<file path="config.mk">
export PLATFORM = sky130hd
export DESIGN_NAME = dmem_mmio_responder
export DESIGN_NICKNAME = d
export VERILOG_FILES = /design/src/rtl/dmem_mmio_responder.sv
export SDC_FILE = /design/constraint.sdc
export NUM_CORES = 1
export LEC_CHECK = 0
export ABC_AREA = 1
export CORE_AREA = 2 2 255 257
export CTS_BUF_LIST = sky130_fd_sc_hd__clkbuf_16
export DETAILED_ROUTE_END_ITERATION = 10
export DIE_AREA = 0 0 257 259
export GPL_ROUTABILITY_DRIVEN = 0
export SYNTH_ARGS = -nofsm -noshare
export SYNTH_HDL_FRONTEND = slang
export SYNTH_SLANG_ARGS = --single-unit
export TNS_END_PERCENT = 100
</file>
<file path="constraint.sdc">
create_clock -name clock -period 4.5 [get_ports clock]
set_clock_uncertainty 0.15 [all_clocks]
set_input_delay 0.9 -clock clock [delete_from_list [all_inputs] [get_ports clock]]
set_output_delay 0.9 -clock clock [all_outputs]
set_load 0.01 [all_outputs]
</file>
<file path="src/rtl/dmem_mmio_responder.sv">
// Data-memory port responder: RAM pass-through plus an MMIO register block
// whose TX_DATA register feeds a FIFO drained by a valid/ready stream.
module dmem_mmio_responder #(
    parameter int DATA_WIDTH = 32,
    parameter int RAM_AW     = 12,
    parameter int FIFO_DEPTH = 16,
    parameter int FIFO_AW    = 4
) (
    input  logic                  clock,
    input  logic                  reset,
    input  logic                  wren,
    input  logic [31:0]           address_dmem,
    input  logic [DATA_WIDTH-1:0] data,
    output logic [DATA_WIDTH-1:0] q_dmem,
    output logic                  ram_wEn,
    output logic [RAM_AW-1:0]     ram_addr,
    output logic [DATA_WIDTH-1:0] ram_dataIn,
    input  logic [DATA_WIDTH-1:0] ram_dataOut,
    output logic                  tx_valid,
    output logic [DATA_WIDTH-1:0] tx_data,
    input  logic                  tx_ready
);

    logic                  ram_hit;
    logic                  mmio_hit;
    logic [3:0]            mmio_off;
    logic                  tx_push;
    logic                  status_wr;
    logic                  cycles_wr;
    logic                  scratch_wr;
    logic                  push_ok;
    logic                  pop;
    logic                  empty;
    logic                  full;
    logic [FIFO_AW-1:0]    wr_ptr;
    logic [FIFO_AW-1:0]    rd_ptr;
    logic [FIFO_AW:0]      count;
    logic                  overflow;
    logic [31:0]           cycles;
    logic [DATA_WIDTH-1:0] scratch;
    logic [DATA_WIDTH-1:0] status;
    logic [DATA_WIDTH-1:0] mmio_rd;
    logic [1:0]            sel_q;
    logic [DATA_WIDTH-1:0] mmio_q;
    logic [DATA_WIDTH-1:0] fifo_mem [FIFO_DEPTH];

    assign ram_hit    = (address_dmem[31:RAM_AW] == '0);
    assign mmio_hit   = (address_dmem[31:4] == 28'h0000100);
    assign mmio_off   = address_dmem[3:0];
    assign tx_push    = wren & mmio_hit & (mmio_off == 4'h0);
    assign status_wr  = wren & mmio_hit & (mmio_off == 4'h1);
    assign cycles_wr  = wren & mmio_hit & (mmio_off == 4'h2);
    assign scratch_wr = wren & mmio_hit & (mmio_off == 4'h3);

    assign ram_wEn    = wren & ram_hit;
    assign ram_addr   = address_dmem[RAM_AW-1:0];
    assign ram_dataIn = data;

    assign empty    = (count == '0);
    assign full     = (count == (FIFO_AW+1)'(FIFO_DEPTH));
    assign tx_valid = ~empty;
    assign tx_data  = fifo_mem[rd_ptr];
    assign pop      = tx_valid & tx_ready;
    // A push into a full FIFO only lands if a pop frees a slot that cycle.
    assign push_ok  = tx_push & (~full | pop);

    // FIFO storage; contents need no reset since count gates visibility.
    always_ff @(posedge clock) begin
        if (push_ok) fifo_mem[wr_ptr] <= data;
    end

    // FIFO pointers, occupancy and sticky overflow flag.
    always_ff @(posedge clock or posedge reset) begin
        if (reset) begin
            wr_ptr   <= '0;
            rd_ptr   <= '0;
            count    <= '0;
            overflow <= 1'b0;
        end else begin
            if (push_ok) wr_ptr <= wr_ptr + 1'b1;
            if (pop)     rd_ptr <= rd_ptr + 1'b1;
            case ({push_ok, pop})
                2'b10:   count <= count + 1'b1;
                2'b01:   count <= count - 1'b1;
                default: count <= count;
            endcase
            if (tx_push & full & ~pop) overflow <= 1'b1;
            else if (status_wr)        overflow <= 1'b0;
        end
    end

    // Cycle counter and scratch register; a CYCLES write beats the increment.
    always_ff @(posedge clock or posedge reset) begin
        if (reset) begin
            cycles  <= '0;
            scratch <= '0;
        end else begin
            cycles <= cycles_wr ? 32'd0 : cycles + 32'd1;
            if (scratch_wr) scratch <= data;
        end
    end

    // Pack the status word.
    always_comb begin
        status                = '0;
        status[0]             = empty;
        status[1]             = full;
        status[2]             = overflow;
        status[3+FIFO_AW:3]   = count;
    end

    // Select the MMIO read value from current (pre-write) state.
    always_comb begin
        mmio_rd = '0;
        case (mmio_off)
            4'h1:    mmio_rd = status;
            4'h2:    mmio_rd = DATA_WIDTH'(cycles);
            4'h3:    mmio_rd = scratch;
            default: mmio_rd = '0;
        endcase
    end

    // Register region select and MMIO data to match RAM read latency.
    always_ff @(posedge clock or posedge reset) begin
        if (reset) begin
            sel_q  <= 2'b00;
            mmio_q <= '0;
        end else begin
            sel_q  <= {ram_hit, mmio_hit};
            mmio_q <= mmio_rd;
        end
    end

    // Load data mux.
    always_comb begin
        q_dmem = '0;
        if (sel_q[1])      q_dmem = ram_dataOut;
        else if (sel_q[0]) q_dmem = mmio_q;
    end

endmodule

</file>
==> flow_summary.yaml <==
floorplanning:
  fp-row-count: 93
  die_w_microns: 257
  fp.coreArea_sq_um: 63880
  initial_utilization_pct: 40.52
  io_pins: 210
  fp.dieH_microns: 259
  die_area_sq_um: 66560
clock_network:
  cts_buffers: 67
  ctsResizeCount: 0
  clk_path_buf_depth: 3
  cts_tree: "built"
  htree_levels: 3
  post_cts_buffers: 0
  insertion_delay_ns: 0.59
  ctsRootBufferMaster: "clkbuf_16"
  clk_pin_slew_worst_paths_ns: 0.06
  ctsHoldBuffers: 0
  cts_num_sinks: 624
detailed_routing:
  first_pass_iters: 7
  num_vias: 16792
  viasPerCell: 5.426
  first_iter_violations: 1538
  drc: 0
  wl_mm: 67.24
  wl_per_cell_microns: 21.73
  ant_nets: 0
setup_path:
  reg2reg_from: "count[0]"
  end_kind: "primary output"
  crit_buf_inv: 2
  cpLargestDelayFamily: "buffers and inverters"
  rr_worst_depth: 7
  startpoint_type: "register"
  crit_chain: "buf_12, nor2_1, o32ai_1, o211ai_1, nand2_1, clkdlybuf4s50_1"
  worst_ep_required_time_ns: 3.45
  crit_fanout: 94
  rrSetupSlack_ns: 1.94
  crit_path_max_incr_delay_ns: 0.70
  slowest_stage: "dfrtp_4"
  path_class: "register to primary output"
  crit_arrival_ns: 3.26
  r2r-end: "fifo_mem[8][18]"
yosys:
  synth_ff_type: "edfxtp_1"
  synth_top_family_by_area: "simple AND/OR/NAND/NOR gates"
  yosysUniqueCellTypes: 42
  seq_area_frac_synth_pct: 70.23
  yosysTopAreaCellShare_pct: 59.40
  synthCells: 1988
  synth_xor_area_share_pct: 0.6429
  synth-compound-area-share_pct: 8.894
  syn-cell-area_sq_um: 25880
  syn-num-nets: 2096
  ys_ff_latch: 624
  yosys.area_share.simple_pct: 10.41
  synth_edf_count: 512
  synth_async_sr_flop_share_pct: 17.95
  yosysTopAreaCell: "edfxtp_1"
  netlist_top_cells_area: "edfxtp_1 (59%), dfrtp_1 (11%), nor2_1 (3.8%), mux2i_1 (3.7%), o221ai_1 (3.5%)"
  synth_fa_ha_area_share_pct: 0.3867
  ys_warn_count: 0
  avgSynthCellArea_sq_um: 13.02
  synthMuxAreaShare_pct: 5.105
pwr:
  power_w: 0.01667
  peakVddDrop_mv: 0.2808
  power.density_nw_per_um2: 531.7
  power_leakage_nw: 11.40
cells_and_area:
  fin_area_sq_um: 31350
  num-nets-final: 2293
  syn2layout_area_growth_pct: 21.11
  drive_gt1_share_pct: 11.52
  antennaDiodeCount: 0
  fin_util_pct: 49.07
outcome:
  status: "complete, no violations"
hold_path:
  worst_hold_path.endpoint: "count[4]"
  min_path_cells: 2
  worstHoldPathType: "register to register"
  hold_start: "count[4]"
sta:
  fin_crit_sh_pct: 95.83
  tns_ns: 0
  grt_setup_unrepaired: "no"
  finalHoldViolCount: 0
  slew_viol_final: 0
  fin_crit_ns: 4.313
  fmax_ghz: 0.2319
  whs_ns: 0.3250
  slew_headroom_pct: 29.35
  worstMarginPinSlew_ns: 1.060
  finalSetupViolations: 0
grt:
  grt_use_total_pct: 20.05
  antenna_found_initial: 0
  grt_max_degree: 95
  grt_pass1_wl_mm: 102.5
  grt_overflow_total: 0
  grt_pass1_vias: 16705
placed_design:
  placed_area_sq_um: 29210
  io_buffers: 209
  post-dp-hpwl_mm: 42.62
flow_run:
  cap_violations: 0
-- metrics by stage --
| stage | setup WS (ns) | instances |
|---|---|---|
| 2_1_floorplan | 0.4910 | 1988 |
| 3_3_place_gp | 0.7079 | 2971 |
| 3_5_place_dp | 0.6855 | 2971 |
| 4_1_cts | 0.1544 | 3095 |
| 5_1_grt | 0.01826 | 3095 |
| 6_report | 0.1875 | 3095 |
-- tightest hold or removal path, cell delays in order (launching register included) --
cell and delay, ns:
dfrtp_1 0.35, nand2_1 0.05, nand2_1 0.04
-- layout make-up --
type	instances	area [sq um]
clock buffers	70	1752
repair buffers	287	2915
flip-flops and latches	624	18190
fillers	5437	32530
inverters	84	320.3
multi-input cells	1121	6716
well taps	855	1070
clock inverters	54	385.4
-- cell usage after synthesis, drive strengths merged, types with 9 or more instances --
| cell | instances |
|---|---|
| o21ai | 161 |
| nor4 | 11 |
| mux2i | 96 |
| clkbuf | 80 |
| edfxtp | 512 |
| o22ai | 9 |
| nand2 | 213 |
| buf | 79 |
| nor2 | 265 |
| xor2 | 19 |
| nand4 | 11 |
| o221ai | 102 |
| dfrtp | 112 |
| o211ai | 30 |
| nand3 | 91 |
| nor3 | 26 |
| mux2 | 32 |
| o32ai | 24 |
| inv | 84 |
-- state kept, by name, summed over array words and instances (netlist names) --
signal    count
count         5
scratch      32
sel_q         2
overflow      1
wr_ptr        4
cycles       32
rd_ptr        4
mmio_q       32
fifo_mem    512
-- power breakdown --
group          internal (W)  total (W)  switching [W]
registers           0.00631    0.00648       0.000176
clock network       0.00307    0.00532        0.00225
logic               0.00186    0.00486        0.00300
total                0.0112     0.0167        0.00543
-- placed cells by master, fill, tap and decap left out, types with 4 or more instances in the layout --
master / instances
inv_1: 92
buf_12: 19
bufinv_16: 4
clkdlybuf4s50_1: 209
o221ai_1: 102
nor2_1: 244
buf_4: 59
o22ai_1: 9
ha_1: 8
mux2i_1: 96
nand3_1: 89
nor3_2: 5
nand2_2: 11
clkinv_2: 13
nand4_1: 11
o32ai_1: 24
clkinv_1: 16
o21ai_0: 161
edfxtp_1: 512
mux2_2: 31
nor4_1: 11
dfrtp_1: 108
clkbuf_16: 70
a22o_1: 8
nor3_1: 19
nor2_4: 18
nand2_1: 202
xor2_1: 19
o211ai_1: 30
-- routing by layer --
| metal | GRT usage [%] | wire length [microns] |
|---|---|---|
| met3 | 2.714 | 4023 |
| met1 | 27.72 | 29510 |
| met5 | 0 | 0 |
| met2 | 33.11 | 32320 |
| met4 | 6.008 | 1397 |
-- worst max path at each step --
stage | startpoint | to | slack [ns] | depth (start not counted)
finish | rd_ptr[0] | tx_data[0] | 0.19 | 6
global route | rd_ptr[0] | tx_data[0] | 0.02 | 6
CTS | rd_ptr[0] | tx_data[0] | 0.15 | 6
detailed placement | address_dmem[7] | fifo_mem[7][18] | 0.69 | 11
global placement | address_dmem[7] | fifo_mem[9][20] | 0.71 | 11
floorplan | reset | count[0] | 0.49 | 1
-- kinds of logic after synthesis --
| group | Yosys count |
|---|---|
| mux | 128 |
| flops | 624 |
| compound gates | 339 |
| buf+inv | 243 |
| fa+ha+maj | 8 |
| simple gates | 627 |
| xor+xnor | 19 |
(Power assumes the default switching activity.)
